File: src/rtl/chess_pkg.sv
// Shared types for the chess drill core: FSM state codes and the target LFSR polynomial.
package chess_pkg;

    typedef enum logic [3:0] {
        ST_IDLE    = 4'd0,
        ST_PREPARA = 4'd1,
        ST_ESPERA  = 4'd2,
        ST_AVALIA  = 4'd3,
        ST_PROXIMA = 4'd4,
        ST_FIM     = 4'd5
    } state_t;

    // x^16 + x^14 + x^13 + x^11 + 1, feedback from bits 15, 13, 12, 10
    localparam logic [15:0] LFSR_TAPS = 16'hB400;

endpackage

File: src/rtl/chess_target_lfsr.sv
// Free-running 16-bit Fibonacci LFSR that supplies pseudo-random drill targets.
module chess_target_lfsr
    import chess_pkg::*;
#(
    parameter logic [15:0] SEED = 16'hACE1
) (
    input  logic        clock,
    input  logic        reset,
    output logic [15:0] lfsr
);

    logic [15:0] lfsr_q;
    logic [15:0] lfsr_d;

    always_comb begin
        lfsr_d = {lfsr_q[14:0], ^(lfsr_q & LFSR_TAPS)};
    end

    always_ff @(posedge clock) begin
        if (!reset) begin
            lfsr_q <= SEED;
        end else begin
            lfsr_q <= lfsr_d;
        end
    end

    assign lfsr = lfsr_q;

endmodule

File: src/rtl/chess_drill_core.sv
// Timed board-square drill: players take turns hitting an LFSR-chosen target square.
// Build option: define CHESS_PENALTY_EN to deduct PENALTY ticks on each wrong move.
//
// state   | meaning
// IDLE    | waiting for iniciar after reset
// PREPARA | latch new target, reload round timer
// ESPERA  | waiting for the current player's move, timer running
// AVALIA  | compare registered move against target
// PROXIMA | close round, rotate player, decide game over
// FIM     | game over, scores held until iniciar
module chess_drill_core
    import chess_pkg::*;
#(
    parameter int          N_PLAYERS   = 2,
    parameter int          COORD_W     = 3,
    parameter int          SCORE_W     = 8,
    parameter int          TIME_W      = 8,
    parameter int          TIME_INIT   = 30,
    parameter int          PENALTY     = 5,
    parameter int          MAX_ROUNDS  = 8,
    parameter int          HOLD_CYCLES = 50000000,
    parameter logic [15:0] SEED        = 16'hACE1,
    localparam int         VEZ_W       = (N_PLAYERS > 1) ? $clog2(N_PLAYERS) : 1
) (
    input  logic                         clock,
    input  logic                         reset,
    input  logic                         iniciar,
    input  logic                         terminar,
    input  logic                         tick,
    input  logic                         temJogada,
    input  logic [VEZ_W-1:0]             jogadaJogador,
    input  logic [COORD_W-1:0]           jogadaFileira,
    input  logic [COORD_W-1:0]           jogadaColuna,
    output logic [COORD_W-1:0]           linhaEsperada,
    output logic [COORD_W-1:0]           colunaEsperada,
    output logic [N_PLAYERS*SCORE_W-1:0] pontos,
    output logic [VEZ_W-1:0]             vez,
    output logic [TIME_W-1:0]            tempo,
    output logic                         acertou,
    output logic                         errou,
    output logic                         fim,
    output logic [3:0]                   db_estado
);

    localparam int ROUND_W = $clog2(MAX_ROUNDS + 1);
    localparam int HOLD_W  = $clog2(HOLD_CYCLES + 1);

    localparam logic [ROUND_W-1:0] ROUND_MAX = ROUND_W'(MAX_ROUNDS);
    localparam logic [HOLD_W-1:0]  HOLD_LOAD = HOLD_W'(HOLD_CYCLES - 1);
    localparam logic [TIME_W-1:0]  TIME_LOAD = TIME_W'(TIME_INIT);
    localparam logic [TIME_W-1:0]  PEN_TICKS = TIME_W'(PENALTY);
    localparam logic [VEZ_W-1:0]   VEZ_LAST  = VEZ_W'(N_PLAYERS - 1);
`ifdef CHESS_PENALTY_EN
    localparam bit PEN_EN = 1'b1;
`else
    localparam bit PEN_EN = 1'b0;
`endif

    state_t                         state_q;
    logic [N_PLAYERS*SCORE_W-1:0]   pontos_q;
    logic [VEZ_W-1:0]               vez_q;
    logic [ROUND_W-1:0]             round_q;
    logic [TIME_W-1:0]              tempo_q;
    logic [COORD_W-1:0]             alvo_lin_q, alvo_col_q;
    logic [COORD_W-1:0]             mov_lin_q, mov_col_q;
    logic                           acertou_q, errou_q;
    logic [HOLD_W-1:0]              hold_ac_q, hold_er_q;

    logic [15:0]                    lfsr_w;
    logic                           unused_lfsr;
    logic [SCORE_W-1:0]             score_cur_d, score_inc_d;
    logic [TIME_W-1:0]              tempo_wrong_d;
    logic [VEZ_W-1:0]               vez_nxt_d;
    logic [ROUND_W-1:0]             round_nxt_d;
    logic                           acerto_d;

    chess_target_lfsr #(.SEED(SEED)) u_lfsr (
        .clock (clock),
        .reset (reset),
        .lfsr  (lfsr_w)
    );

    // Only the low 2*COORD_W bits pick the target; the rest just keep the sequence long.
    assign unused_lfsr = ^lfsr_w;

    always_comb begin
        score_cur_d   = pontos_q[int'(vez_q)*SCORE_W +: SCORE_W];
        score_inc_d   = (&score_cur_d) ? score_cur_d : score_cur_d + 1'b1;
        tempo_wrong_d = tempo_q;
        if (PEN_EN) begin
            tempo_wrong_d = (tempo_q > PEN_TICKS) ? tempo_q - PEN_TICKS : '0;
        end
        vez_nxt_d     = (vez_q == VEZ_LAST) ? '0 : vez_q + 1'b1;
        round_nxt_d   = round_q + 1'b1;
        acerto_d      = (mov_lin_q == alvo_lin_q) && (mov_col_q == alvo_col_q);
    end

    always_ff @(posedge clock) begin
        if (!reset) begin
            state_q    <= ST_IDLE;
            pontos_q   <= '0;
            vez_q      <= '0;
            round_q    <= '0;
            tempo_q    <= '0;
            alvo_lin_q <= '0;
            alvo_col_q <= '0;
            mov_lin_q  <= '0;
            mov_col_q  <= '0;
            acertou_q  <= 1'b0;
            errou_q    <= 1'b0;
            hold_ac_q  <= '0;
            hold_er_q  <= '0;
        end else begin
            // Hold timers count down; a flag drops the cycle after its counter hits zero.
            if (hold_ac_q != '0) hold_ac_q <= hold_ac_q - 1'b1;
            else                 acertou_q <= 1'b0;
            if (hold_er_q != '0) hold_er_q <= hold_er_q - 1'b1;
            else                 errou_q   <= 1'b0;

            if (terminar && (state_q != ST_IDLE)) begin
                state_q <= ST_FIM;
            end else begin
                case (state_q)
                    ST_IDLE, ST_FIM: begin
                        if (iniciar) begin
                            state_q  <= ST_PREPARA;
                            pontos_q <= '0;
                            round_q  <= '0;
                            vez_q    <= '0;
                        end
                    end
                    ST_PREPARA: begin
                        alvo_lin_q <= lfsr_w[COORD_W-1:0];
                        alvo_col_q <= lfsr_w[2*COORD_W-1:COORD_W];
                        tempo_q    <= TIME_LOAD;
                        state_q    <= ST_ESPERA;
                    end
                    ST_ESPERA: begin
                        if (tempo_q == '0) begin
                            errou_q   <= 1'b1;
                            hold_er_q <= HOLD_LOAD;
                            acertou_q <= 1'b0;
                            hold_ac_q <= '0;
                            state_q   <= ST_PROXIMA;
                        end else if (temJogada && (jogadaJogador == vez_q)) begin
                            mov_lin_q <= jogadaFileira;
                            mov_col_q <= jogadaColuna;
                            state_q   <= ST_AVALIA;
                        end else if (tick) begin
                            tempo_q <= tempo_q - 1'b1;
                        end
                    end
                    ST_AVALIA: begin
                        if (acerto_d) begin
                            pontos_q[int'(vez_q)*SCORE_W +: SCORE_W] <= score_inc_d;
                            acertou_q <= 1'b1;
                            hold_ac_q <= HOLD_LOAD;
                            errou_q   <= 1'b0;
                            hold_er_q <= '0;
                            state_q   <= ST_PROXIMA;
                        end else begin
                            errou_q   <= 1'b1;
                            hold_er_q <= HOLD_LOAD;
                            acertou_q <= 1'b0;
                            hold_ac_q <= '0;
                            tempo_q   <= tempo_wrong_d;
                            state_q   <= ST_ESPERA;
                        end
                    end
                    ST_PROXIMA: begin
                        round_q <= round_nxt_d;
                        vez_q   <= vez_nxt_d;
                        state_q <= (round_nxt_d == ROUND_MAX) ? ST_FIM : ST_PREPARA;
                    end
                    default: state_q <= ST_IDLE;
                endcase
            end
        end
    end

    assign linhaEsperada  = alvo_lin_q;
    assign colunaEsperada = alvo_col_q;
    assign pontos         = pontos_q;
    assign vez            = vez_q;
    assign tempo          = tempo_q;
    assign acertou        = acertou_q;
    assign errou          = errou_q;
    assign fim            = (state_q == ST_FIM);
    assign db_estado      = state_q;

endmodule

File: config.mk
export PLATFORM = sky130hd
export DESIGN_NAME = chess_drill_core
export DESIGN_NICKNAME = d
export VERILOG_FILES = /design/src/rtl/chess_pkg.sv /design/src/rtl/chess_target_lfsr.sv /design/src/rtl/chess_drill_core.sv
export SDC_FILE = /design/constraint.sdc
export NUM_CORES = 1
export LEC_CHECK = 0
export ABC_CLOCK_PERIOD_IN_PS = 2800
export CORE_MARGIN = 3
export CORE_UTILIZATION = 45
export CTS_BUF_LIST = sky130_fd_sc_hd__clkbuf_8
export DETAILED_ROUTE_END_ITERATION = 7
export GPL_TIMING_DRIVEN = 0
export PLACE_DENSITY_LB_ADDON = 0.1
export SYNTH_ARGS = -nofsm -noshare
export SYNTH_HDL_FRONTEND = slang
export SYNTH_SLANG_ARGS = --single-unit
File: constraint.sdc
create_clock -name clock -period 2.8 [get_ports clock]
set_input_delay 0.56 -clock clock [delete_from_list [all_inputs] [get_ports clock]]
set_output_delay 0.56 -clock clock [all_outputs]
set_load 0.02 [all_outputs]
==> flow_metrics.env, run 1 <==
export IMPL_place_area_um2=6340
export IMPL_final_common_cell="dfxtp_1"
export IMPL_antenna_found_initial=0
export IMPL_ys_types=67
export IMPL_use_met2=0.335
export IMPL_grt_pass1_wl_um=23800
export IMPL_path_delay_family="buffers and inverters"
export IMPL_wl_um=14200
export IMPL_hpwl_um=9970
export IMPL_skew_ps=9.96
export IMPL_postSynthAreaPerCell_um2=8.76
export IMPL_hold_path_class="flip-flop to flip-flop"
export IMPL_grt_usage=0.208
export IMPL_syn_area_um2=5650
export IMPL_drt_iter0_markers=294
export IMPL_critPathKind="flip-flop to primary output"
export IMPL_fin_nets=732
export IMPL_power_switching_mw=2.73
export IMPL_fmax_ghz=0.383
export IMPL_worstPathMaxFanout=10
export IMPL_ys_warn_count=0
export IMPL_synthCells=645
export IMPL_synth_nets=665
export IMPL_start_util=0.465
export IMPL_hold_buffers=0
export IMPL_min_period_ps=2610
export IMPL_synth_seq_cells=114
export IMPL_comb_power_share=0.413
export IMPL_async_flop_share=0
export IMPL_p_sw_frac=0.395
export IMPL_grt_pass1_vias=4905
export IMPL_wl_per_cell_um=15.9
export IMPL_end_kind="primary output"
export IMPL_io_pins=51
export IMPL_overflow=0
export IMPL_max_cap_viol_count=0
export IMPL_setup_viol=0
export IMPL_num_rows=40
export IMPL_powerDensity_nw_per_um2=1020
export IMPL_mostFrequentLayoutCells="dfxtp_1 (114), clkdlybuf4s50_1 (47), nor2_1 (43)"
export IMPL_hold_viol=0
export IMPL_period_share=0.933
export IMPL_htreeDepth=4
export IMPL_die_x_um=118
export IMPL_maxSlewViolCount=0
export IMPL_drtPass1Iterations=5
export IMPL_peakVddDrop_mv=0.340
export IMPL_leakage_nw=2.58
export IMPL_die_h_um=118
export IMPL_avgViaCountPerCell=5.73
export IMPL_cts_root_buf="clkbuf_8"
export IMPL_core_um2=12200
export IMPL_place_congestion=0.874
export IMPL_slowest_stage="dfxtp_1"
export IMPL_numCtsBuffers=17
export IMPL_grt_busiest_layer="met2"
export IMPL_clock_sinks=114
export IMPL_antenna_left=0
export IMPL_num_vias=5120
export IMPL_port_buffers=48
export IMPL_sequentialPowerShare=0.328
export IMPL_grt_max_degree=17
export IMPL_ys_flop_type="dfxtp_1"
export IMPL_cts_tree="built"
export IMPL_clk_pin_slew_ps=70
export IMPL_synth_edff_count=0
export IMPL_antenna_cells=0
export IMPL_use_met3=0.0557
export IMPL_cpPeakStageDelay_ps=390
export IMPL_maxSlewHeadroom=0.410
export IMPL_post_route_util=0.560
export IMPL_cts_max_path_buffers=2
export IMPL_power_internal_mw=4.19
export IMPL_crit_chain="clkbuf_1 -> clkbuf_2 -> nor2b_1 -> and2_1 -> dlygate4sd2_1"
export IMPL_globalRouteMet1Util=0.266
export IMPL_crit_buf_inv=3
export IMPL_finalInstanceArea_um2=6810
export IMPL_outcome="completed"
export IMPL_dieArea_um2=13900
export IMPL_area_growth_synth_to_final_pct=20.5
export IMPL_ys_top_cells_by_area="dfxtp_1 (40%), a21oi_1 (3.3%), mux2i_1 (3.2%)"
export IMPL_p_clk_frac=0.259
export IMPL_cp_arrival_ps=2050
export IMPL_ys_seq_area_frac=0.404
export IMPL_yosys_area_top_type="dfxtp_1"
export IMPL_tightest_slew_ps=873
export IMPL_drive_gt1_frac=0.0883
export IMPL_synth_top_area_share=0.404
export IMPL_hold_ws_ps=417
export IMPL_critPathLaunchType="flip-flop"
export IMPL_drc=0
export IMPL_rsz0062_at_grt="false"
export IMPL_insertion_delay_ps=450
export IMPL_critPathRequiredTime_ps=2240
[power groups by stage]
stage	Combinational [mW]	Clock, mW	Sequential [mW]
after floorplan	2.14	0	2.26
after global placement	2.76	0	2.27
after detailed placement	2.81	0	2.30
after CTS	2.83	1.83	2.26
after global routing	3.18	1.89	2.33
final	2.86	1.79	2.27
[worst register-to-register path, delay by kind of cell, from the launching register on]
kind / cells / cell delay [ps]
fa+ha+maj: 1 / 200
buf+inv: 2 / 290
simple gates: 3 / 900
flops: 1 / 330
compound gates: 2 / 680
[synth_stat cells (4+ instances only)]
library cell and number:
nor3b_1 5, buf_2 6, clkbuf_1 25, o211ai_1 21, inv_1 14, o41ai_1 4, xnor2_1 17, dfxtp_1 114
ha_1 7, nor2b_1 11, nand4_1 10, and2_1 15, or4_1 22, o21ai_0 22, nand3_1 30, o31ai_1 7
o311ai_0 5, xor2_1 16, a21oi_1 37, nor4_1 15, or3_1 20, mux2_2 5, nand2_1 41, or4_4 4
nor2_1 43, o2111ai_1 4, mux2i_1 18, nand2b_1 18, o2bb2ai_1 12, a31oi_1 7, a21o_1 6, nor3_1 10
[sequential cells by signal, indices dropped and copies added (netlist names), 4 cells and up]
name / cells
hold_ac_q: 26
hold_er_q: 26
pontos: 16
round_q: 4
tempo: 8
u_lfsr.lfsr: 16
[cells by family (layout without fill, tap and decap cells)]
kind of cell / Yosys count / count (layout) / share of synthesized area
and+or+nand+nor: 268 / 268 / 0.268
AOI/OAI and AO/OA: 149 / 149 / 0.181
DFF: 114 / 114 / 0.404
buffers and inverters: 50 / 130 / 0.0378
xor gates and xnor gates: 33 / 33 / 0.0511
muxes: 23 / 23 / 0.0418
adders and majority gates: 7 / 7 / 0.0155
other: 1 / 1 / 0.000663
[layer usage]
layer | wire, um | share of wire
met1 | 6620 | 0.47
met2 | 6680 | 0.47
met3 | 723 | 0.051
met4 | 204 | 0.014
met5 | 0 | 0
[final cells by class]
cell class,count,area [um2]
sequential,114,2280
clock inverter,14,213
tap,168,210
inverter,15,56.3
buffer,35,160
multi-input combinational,481,3160
timing repair buffer,48,479
fill,1126,5350
clock buffer,18,248
[repair_timing]
action                                  CTS  global route
resized for setup                         3             2
endpoints found under the setup margin    1            20
buffers inserted                          0             0
endpoints found under the hold margin     0             0
pin swaps                                 0             0
[path summary, 6_finish.rpt]
path | start | endpoint | slack (ps) | depth (start not counted)
setup reg to reg | hold_ac_q[0] | hold_ac_q[20] | 260 | 8
hold reg to reg | u_lfsr.lfsr[9] | u_lfsr.lfsr[10] | 420 | 1
setup / recovery | db_estado[1] | fim | 190 | 5
hold / removal | u_lfsr.lfsr[9] | u_lfsr.lfsr[10] | 420 | 1
[through the flow]
stage	worst slack, ps	TNS (ps)	std cells	power, mW
2_1_floorplan	504	0	645	4.39
3_3_place_gp	-113	-1080	861	5.03
3_5_place_dp	-121	-1150	861	5.10
4_1_cts	50.9	0	893	6.92
5_1_grt	88.5	0	893	7.40
6_report	187	0	893	6.92
Power figures use the tool's default switching activity.
==> inputs of run 2 (changes only) <==
--- a/config.mk
+++ b/config.mk
@@ -5,7 +5,7 @@
 export SDC_FILE = /design/constraint.sdc
 export NUM_CORES = 1
 export LEC_CHECK = 0
-export ABC_CLOCK_PERIOD_IN_PS = 2800
+export ABC_CLOCK_PERIOD_IN_PS = 2950
 export CORE_MARGIN = 3
 export CORE_UTILIZATION = 45
 export CTS_BUF_LIST = sky130_fd_sc_hd__clkbuf_8
==> constraint.sdc (replaced) <==
create_clock -name clock -period 2.95 [get_ports clock]
set_input_delay 0.59 -clock clock [delete_from_list [all_inputs] [get_ports clock]]
set_output_delay 0.59 -clock clock [all_outputs]
set_load 0.02 [all_outputs]
==> run 2 against run 1 <==
Global-route usage is essentially flat. Clock skew down 1.3 ps. Routed wire length shrank 0.16%. Sequential power is 5% lower. First-iteration DRC count is 17% higher. Via count is essentially flat. Sequential share of layout area about the same. Critical path type unchanged. Non-clock buffer count did not move. Cell area barely moved. Largest power group unchanged.
==> flow_metrics.env, run 2 (synthesis gave the netlist of run 1 again) <==
export IMPL_outcome="completed"
export IMPL_finalWorstSetupSlack_ps=127
export IMPL_placed_cells=861
export IMPL_num_rows=40
export IMPL_dieArea_um2=13900
export IMPL_cts_max_path_buffers=2
export IMPL_htreeDepth=4
export IMPL_antenna_cells=0
export IMPL_hold_buffers=0
export IMPL_avgViaCountPerCell=5.73
export IMPL_fmax_ghz=0.354
export IMPL_maxSlewHeadroom=0.416
export IMPL_drc=0
export IMPL_cts_tree="built"
export IMPL_critPathKind="flip-flop to primary output"
export IMPL_die_x_um=118
export IMPL_overflow=0
export IMPL_grt_max_degree=17
export IMPL_core_um2=12200
export IMPL_path_delay_family="buffers and inverters"
export IMPL_final_common_cell="dfxtp_1"
export IMPL_cts_root_buf="clkbuf_8"
export IMPL_hold_path_cell_count=1
export IMPL_drtPass1Iterations=5
export IMPL_maxSlewViolCount=0
export IMPL_setup_viol=0
export IMPL_drive_gt1_frac=0.0883
export IMPL_mostFrequentLayoutCells="dfxtp_1 (114), clkdlybuf4s50_1 (48), nor2_1 (43)"
export IMPL_slowest_stage="clkdlybuf4s50_1"
export IMPL_start_util=0.465
export IMPL_cpPeakStageDelay_ps=540
export IMPL_wl_um=14200
export IMPL_r2r_cells=6
export IMPL_rsz0062_at_grt="false"
export IMPL_skew_ps=8.69
export IMPL_grt_pass1_vias=4901
export IMPL_crit_buf_inv=3
export IMPL_fin_nets=732
export IMPL_min_period_ps=2820
export IMPL_hold_path_class="flip-flop to flip-flop"
export IMPL_critPathRequiredTime_ps=2360
export IMPL_drt_iter0_markers=343
export IMPL_grt_usage=0.208
export IMPL_worstPathMaxFanout=10
export IMPL_min_delay_start="u_lfsr.lfsr[9]"
export IMPL_grt_pass1_wl_um=23800
export IMPL_leakage_nw=2.57
export IMPL_numCtsBuffers=17
export IMPL_reg2reg_from="tempo[3]"
export IMPL_place_congestion=0.874
export IMPL_crit_chain="clkbuf_1 -> clkbuf_2 -> nor2b_2 -> and2_1 -> clkdlybuf4s50_1"
export IMPL_max_cap_viol_count=0
export IMPL_rrSetupSlack_ps=220
export IMPL_hold_ws_ps=416
export IMPL_hold_viol=0
export IMPL_antenna_found_initial=0
export IMPL_die_h_um=118
export IMPL_clk_pin_slew_ps=70
export IMPL_pre_cts_slack_ps=-1.13
export IMPL_r2r_end="hold_ac_q[2]"
export IMPL_largest_registers="hold_ac_q x26, hold_er_q x26"
export IMPL_powerDensity_nw_per_um2=964
export IMPL_io_pins=51
export IMPL_wl_per_cell_um=15.9
export IMPL_port_buffers=48
export IMPL_end_kind="primary output"
export IMPL_hold_end="u_lfsr.lfsr[10]"
export IMPL_peakVddDrop_mv=0.324
export IMPL_antenna_left=0
export IMPL_insertion_delay_ps=450
export IMPL_tightest_slew_ps=864
export IMPL_num_vias=5116
export IMPL_period_share=0.957
export IMPL_clock_sinks=114
export IMPL_critPathLaunchType="flip-flop"
export IMPL_stdcell_count=893
export IMPL_area_growth_synth_to_final_pct=20.5
export IMPL_cp_arrival_ps=2230
export IMPL_hpwl_um=9970
export IMPL_fillerInstances=1124
-- run 2: changes by cell type in the layout (fill, tap and decap cells not counted), sizes merged --
cell / before / now
dlygate4sd2: 1 / 0
clkdlybuf4s50: 47 / 48
-- run 2: worst max path at each step --
stage / start / to / slack, ps / cells after the start
2_1_floorplan: hold_ac_q[0] / hold_ac_q[20] / 650 / 8
3_3_place_gp: terminar / hold_ac_q[25] / 7 / 8
3_5_place_dp: terminar / hold_ac_q[22] / -1 / 8
4_1_cts: db_estado[1] / fim / 90 / 5
5_1_grt: db_estado[1] / fim / 8 / 5
6_report: db_estado[1] / fim / 130 / 5
-- run 2: layer usage --
metal  track usage  wire [um]
met1         0.267       6610
met2         0.334       6660
met3        0.0557        712
met4        0.0791        214
met5             0          0
-- run 2: stage by stage --
step / TNS, ps / power, mW / instance area (um2) / utilization
2_1_floorplan: 0 / 4.17 / 5650 / -
3_3_place_gp: 0 / 4.77 / 6340 / 0.522
3_5_place_dp: -1.13 / 4.84 / 6340 / 0.522
4_1_cts: 0 / 6.57 / 6810 / 0.560
5_1_grt: 0 / 7.03 / 6810 / 0.560
6_report: 0 / 6.57 / 6810 / 0.560
-- run 2: worst register-to-register path: cells and delay by family, from the launching register on --
family / cells / cell delay, ps
AO/OA/AOI/OAI: 3 / 810
AND/OR/NAND/NOR: 1 / 720
buffers and inverters: 2 / 680
flip-flops: 1 / 370
-- run 2: repair_timing --
action | in CTS | in global routing
resized for setup | 2 | 1
setup buffers | 0 | 0
pin swaps | 0 | 0
endpoints found under the setup margin | 1 | 1
-- run 2: layout make-up --
type	count	area [um2]	area share
Tap cell	168	210	0.0309
Clock buffer	18	248	0.0364
Buffer	35	160	0.0235
Sequential cell	114	2280	0.335
Inverter	15	56.3	0.00827
Multi-Input combinational cell	481	3160	0.464
Clock inverter	14	213	0.0312
Timing Repair Buffer	48	480	0.0706
-- run 2: power by group --
part           leakage, nW  total [mW]  internal, mW  switching (mW)
clock network        0.232        1.70          1.03           0.676
registers            0.932        2.16          1.85           0.303
logic                 1.41        2.71          1.10            1.61
total                 2.57        6.57          3.98            2.59
==> inputs of run 3 (changes only) <==
--- a/config.mk
+++ b/config.mk
@@ -5,6 +5,7 @@
 export SDC_FILE = /design/constraint.sdc
 export NUM_CORES = 1
 export LEC_CHECK = 0
+export ABC_AREA = 1
 export ABC_CLOCK_PERIOD_IN_PS = 2950
 export CORE_MARGIN = 3
 export CORE_UTILIZATION = 45
==> run 3 against run 2 <==
Combinational power increased by 37%. Largest cell class unchanged. Clock-buffer cell count decreased by 1. First-iteration DRC count increased by 4.4%. Synthesized cell count increased by 41%. Fmax increased by 12%. Largest power group unchanged. Routed wire length increased by 3.5%.
==> flow_metrics.env, run 3 <==
export IMPL_htreeDepth=4
export IMPL_comb_power_share=0.509
export IMPL_hold_path_class="flip-flop to flip-flop"
export IMPL_core_um2=12900
export IMPL_power_internal_mw=3.83
export IMPL_p_clk_frac=0.185
export IMPL_die_h_um=122
export IMPL_final_common_cell="nand2_1"
export IMPL_globalRouteMet1Util=0.293
export IMPL_post_cts_resized=0
export IMPL_peakVddDrop_mv=0.557
export IMPL_io_pins=51
export IMPL_antenna_left=0
export IMPL_cp_arrival_ps=1920
export IMPL_p_total_mw=7.26
export IMPL_largest_registers="hold_ac_q x26, hold_er_q x26"
export IMPL_p_sw_frac=0.473
export IMPL_fmax_ghz=0.398
export IMPL_use_met3=0.0525
export IMPL_leakage_nw=3.26
export IMPL_tns_ps=0
export IMPL_syn_area_um2=6040
export IMPL_synth_nets=930
export IMPL_num_vias=5613
export IMPL_area_growth_synth_to_final_pct=17.5
export IMPL_grt_pass1_wl_um=24900
export IMPL_antenna_found_initial=0
export IMPL_finalWorstSetupSlack_ps=437
export IMPL_grt_pass1_vias=5136
export IMPL_cts_max_path_buffers=2
export IMPL_setup_viol=0
export IMPL_placed_cells=1130
export IMPL_place_congestion=0.892
export IMPL_pre_cts_slack_ps=678
export IMPL_end_kind="primary output"
export IMPL_sequentialPowerShare=0.306
export IMPL_wl_per_cell_um=12.6
export IMPL_insertion_delay_ps=460
export IMPL_synthCells=910
export IMPL_maxSlewViolCount=0
export IMPL_powerDensity_nw_per_um2=1020
export IMPL_critPathKind="flip-flop to primary output"
export IMPL_ys_warn_count=0
export IMPL_cts_tree="built"
export IMPL_hold_buffers=0
export IMPL_drive_gt1_frac=0.0909
export IMPL_hpwl_um=10800
export IMPL_worstPathMaxFanout=7
export IMPL_numCtsBuffers=17
export IMPL_synth_seq_cells=114
export IMPL_overflow=0
export IMPL_mostFrequentLayoutCells="nand2_1 (260), nor2_1 (147), dfxtp_1 (114)"
export IMPL_maxSlewHeadroom=0.542
export IMPL_use_met2=0.320
export IMPL_ys_seq_area_frac=0.378
export IMPL_drc=0
export IMPL_drtPass1Iterations=5
export IMPL_num_rows=41
export IMPL_rrSetupSlack_ps=870
export IMPL_cts_root_buf="clkbuf_8"
export IMPL_power_switching_mw=3.44
export IMPL_synth_edff_count=0
export IMPL_critPathLaunchType="flip-flop"
export IMPL_synth_most_common_cell="nand2_1"
export IMPL_clock_sinks=114
export IMPL_cts_setup_buffers=0
export IMPL_start_util=0.469
export IMPL_avgViaCountPerCell=4.83
export IMPL_synth_common_cells="nand2_1 (260), nor2_1 (147), dfxtp_1 (114)"
export IMPL_min_period_ps=2510
export IMPL_postSynthAreaPerCell_um2=6.63
export IMPL_ys_types=37
export IMPL_grt_max_degree=17
export IMPL_die_x_um=122
export IMPL_wl_um=14700
export IMPL_drt_iter0_markers=358
export IMPL_skew_ps=12.7
export IMPL_stdcell_count=1162
export IMPL_synth_top_area_share=0.378
export IMPL_ys_top_cells_by_area="dfxtp_1 (38%), nand2_1 (16%), nor2_1 (9.1%)"
export IMPL_yosys_area_top_type="dfxtp_1"
export IMPL_tightest_slew_ps=687
export IMPL_dieArea_um2=14800
export IMPL_grt_usage=0.211
export IMPL_grt_busiest_layer="met2"
export IMPL_fin_nets=997
export IMPL_hold_viol=0
export IMPL_port_buffers=48
export IMPL_critPathRequiredTime_ps=2360
export IMPL_clk_pin_slew_ps=80
export IMPL_period_share=0.852
export IMPL_async_flop_share=0
export IMPL_ys_flop_type="dfxtp_1"
export IMPL_outcome="completed"
export IMPL_max_cap_viol_count=0
export IMPL_rsz0062_at_grt="false"
export IMPL_antenna_cells=0
run 3: layout make-up:
| type | instances | area (um2) |
|---|---|---|
| clock inverter | 15 | 124 |
| multi-input combinational | 673 | 3250 |
| inverter | 102 | 385 |
| clock buffer | 17 | 234 |
| sequential | 114 | 2280 |
| fill | 1304 | 5790 |
| timing repair buffer | 48 | 480 |
| tap | 172 | 215 |
| buffer | 21 | 120 |
run 3: final timing paths:
path,startpoint,to,cells after the start
max reg2reg,vez,pontos[4],11
max,db_estado[2],fim,3
min,u_lfsr.lfsr[14],u_lfsr.lfsr[15],1
min reg2reg,u_lfsr.lfsr[14],u_lfsr.lfsr[15],1
run 3: logic make-up (layout without fill, tap and decap cells):
kind of cell,after synthesis,after routing,share of synthesized area
AO/OA/AOI/OAI,89,89,0.0817
XOR/XNOR,45,45,0.0653
adder cells (fa/ha/maj),7,7,0.0145
buffers and inverters,123,203,0.0837
flip-flops,114,114,0.378
other,1,1,0.000621
AND/OR/NAND/NOR,531,531,0.376
run 3: power by group through the flow:
stage,Combinational (mW),Sequential (mW),Clock (mW)
after floorplan,2.78,2.26,0
after global placement,3.66,2.25,0
after detailed placement,3.68,2.25,0
after CTS,3.70,2.22,1.38
after global routing,4.21,2.27,1.46
final,3.70,2.22,1.35
run 3: layer usage:
layer | vias up | part of all wire | wire [um]
li1 | 2995 | - | -
met1 | 2473 | 0.49 | 7190
met2 | 125 | 0.45 | 6590
met3 | 20 | 0.048 | 705
met4 | 0 | 0.014 | 210
met5 | - | 0 | 0
run 3: worst max-delay path, cell delays in order (launching register included):
cell and delay, ps:
dfxtp_1 520, inv_2 110, nor2_1 190, clkdlybuf4s50_1 640
run 3: stage by stage:
step	utilization	instance area (um2)	hold slack [ps]
6_report	0.551	7090	417
3_5_place_dp	0.523	6730	400
5_1_grt	0.551	7090	426
2_1_floorplan	-	6040	390
4_1_cts	0.551	7090	421
3_3_place_gp	0.523	6730	393
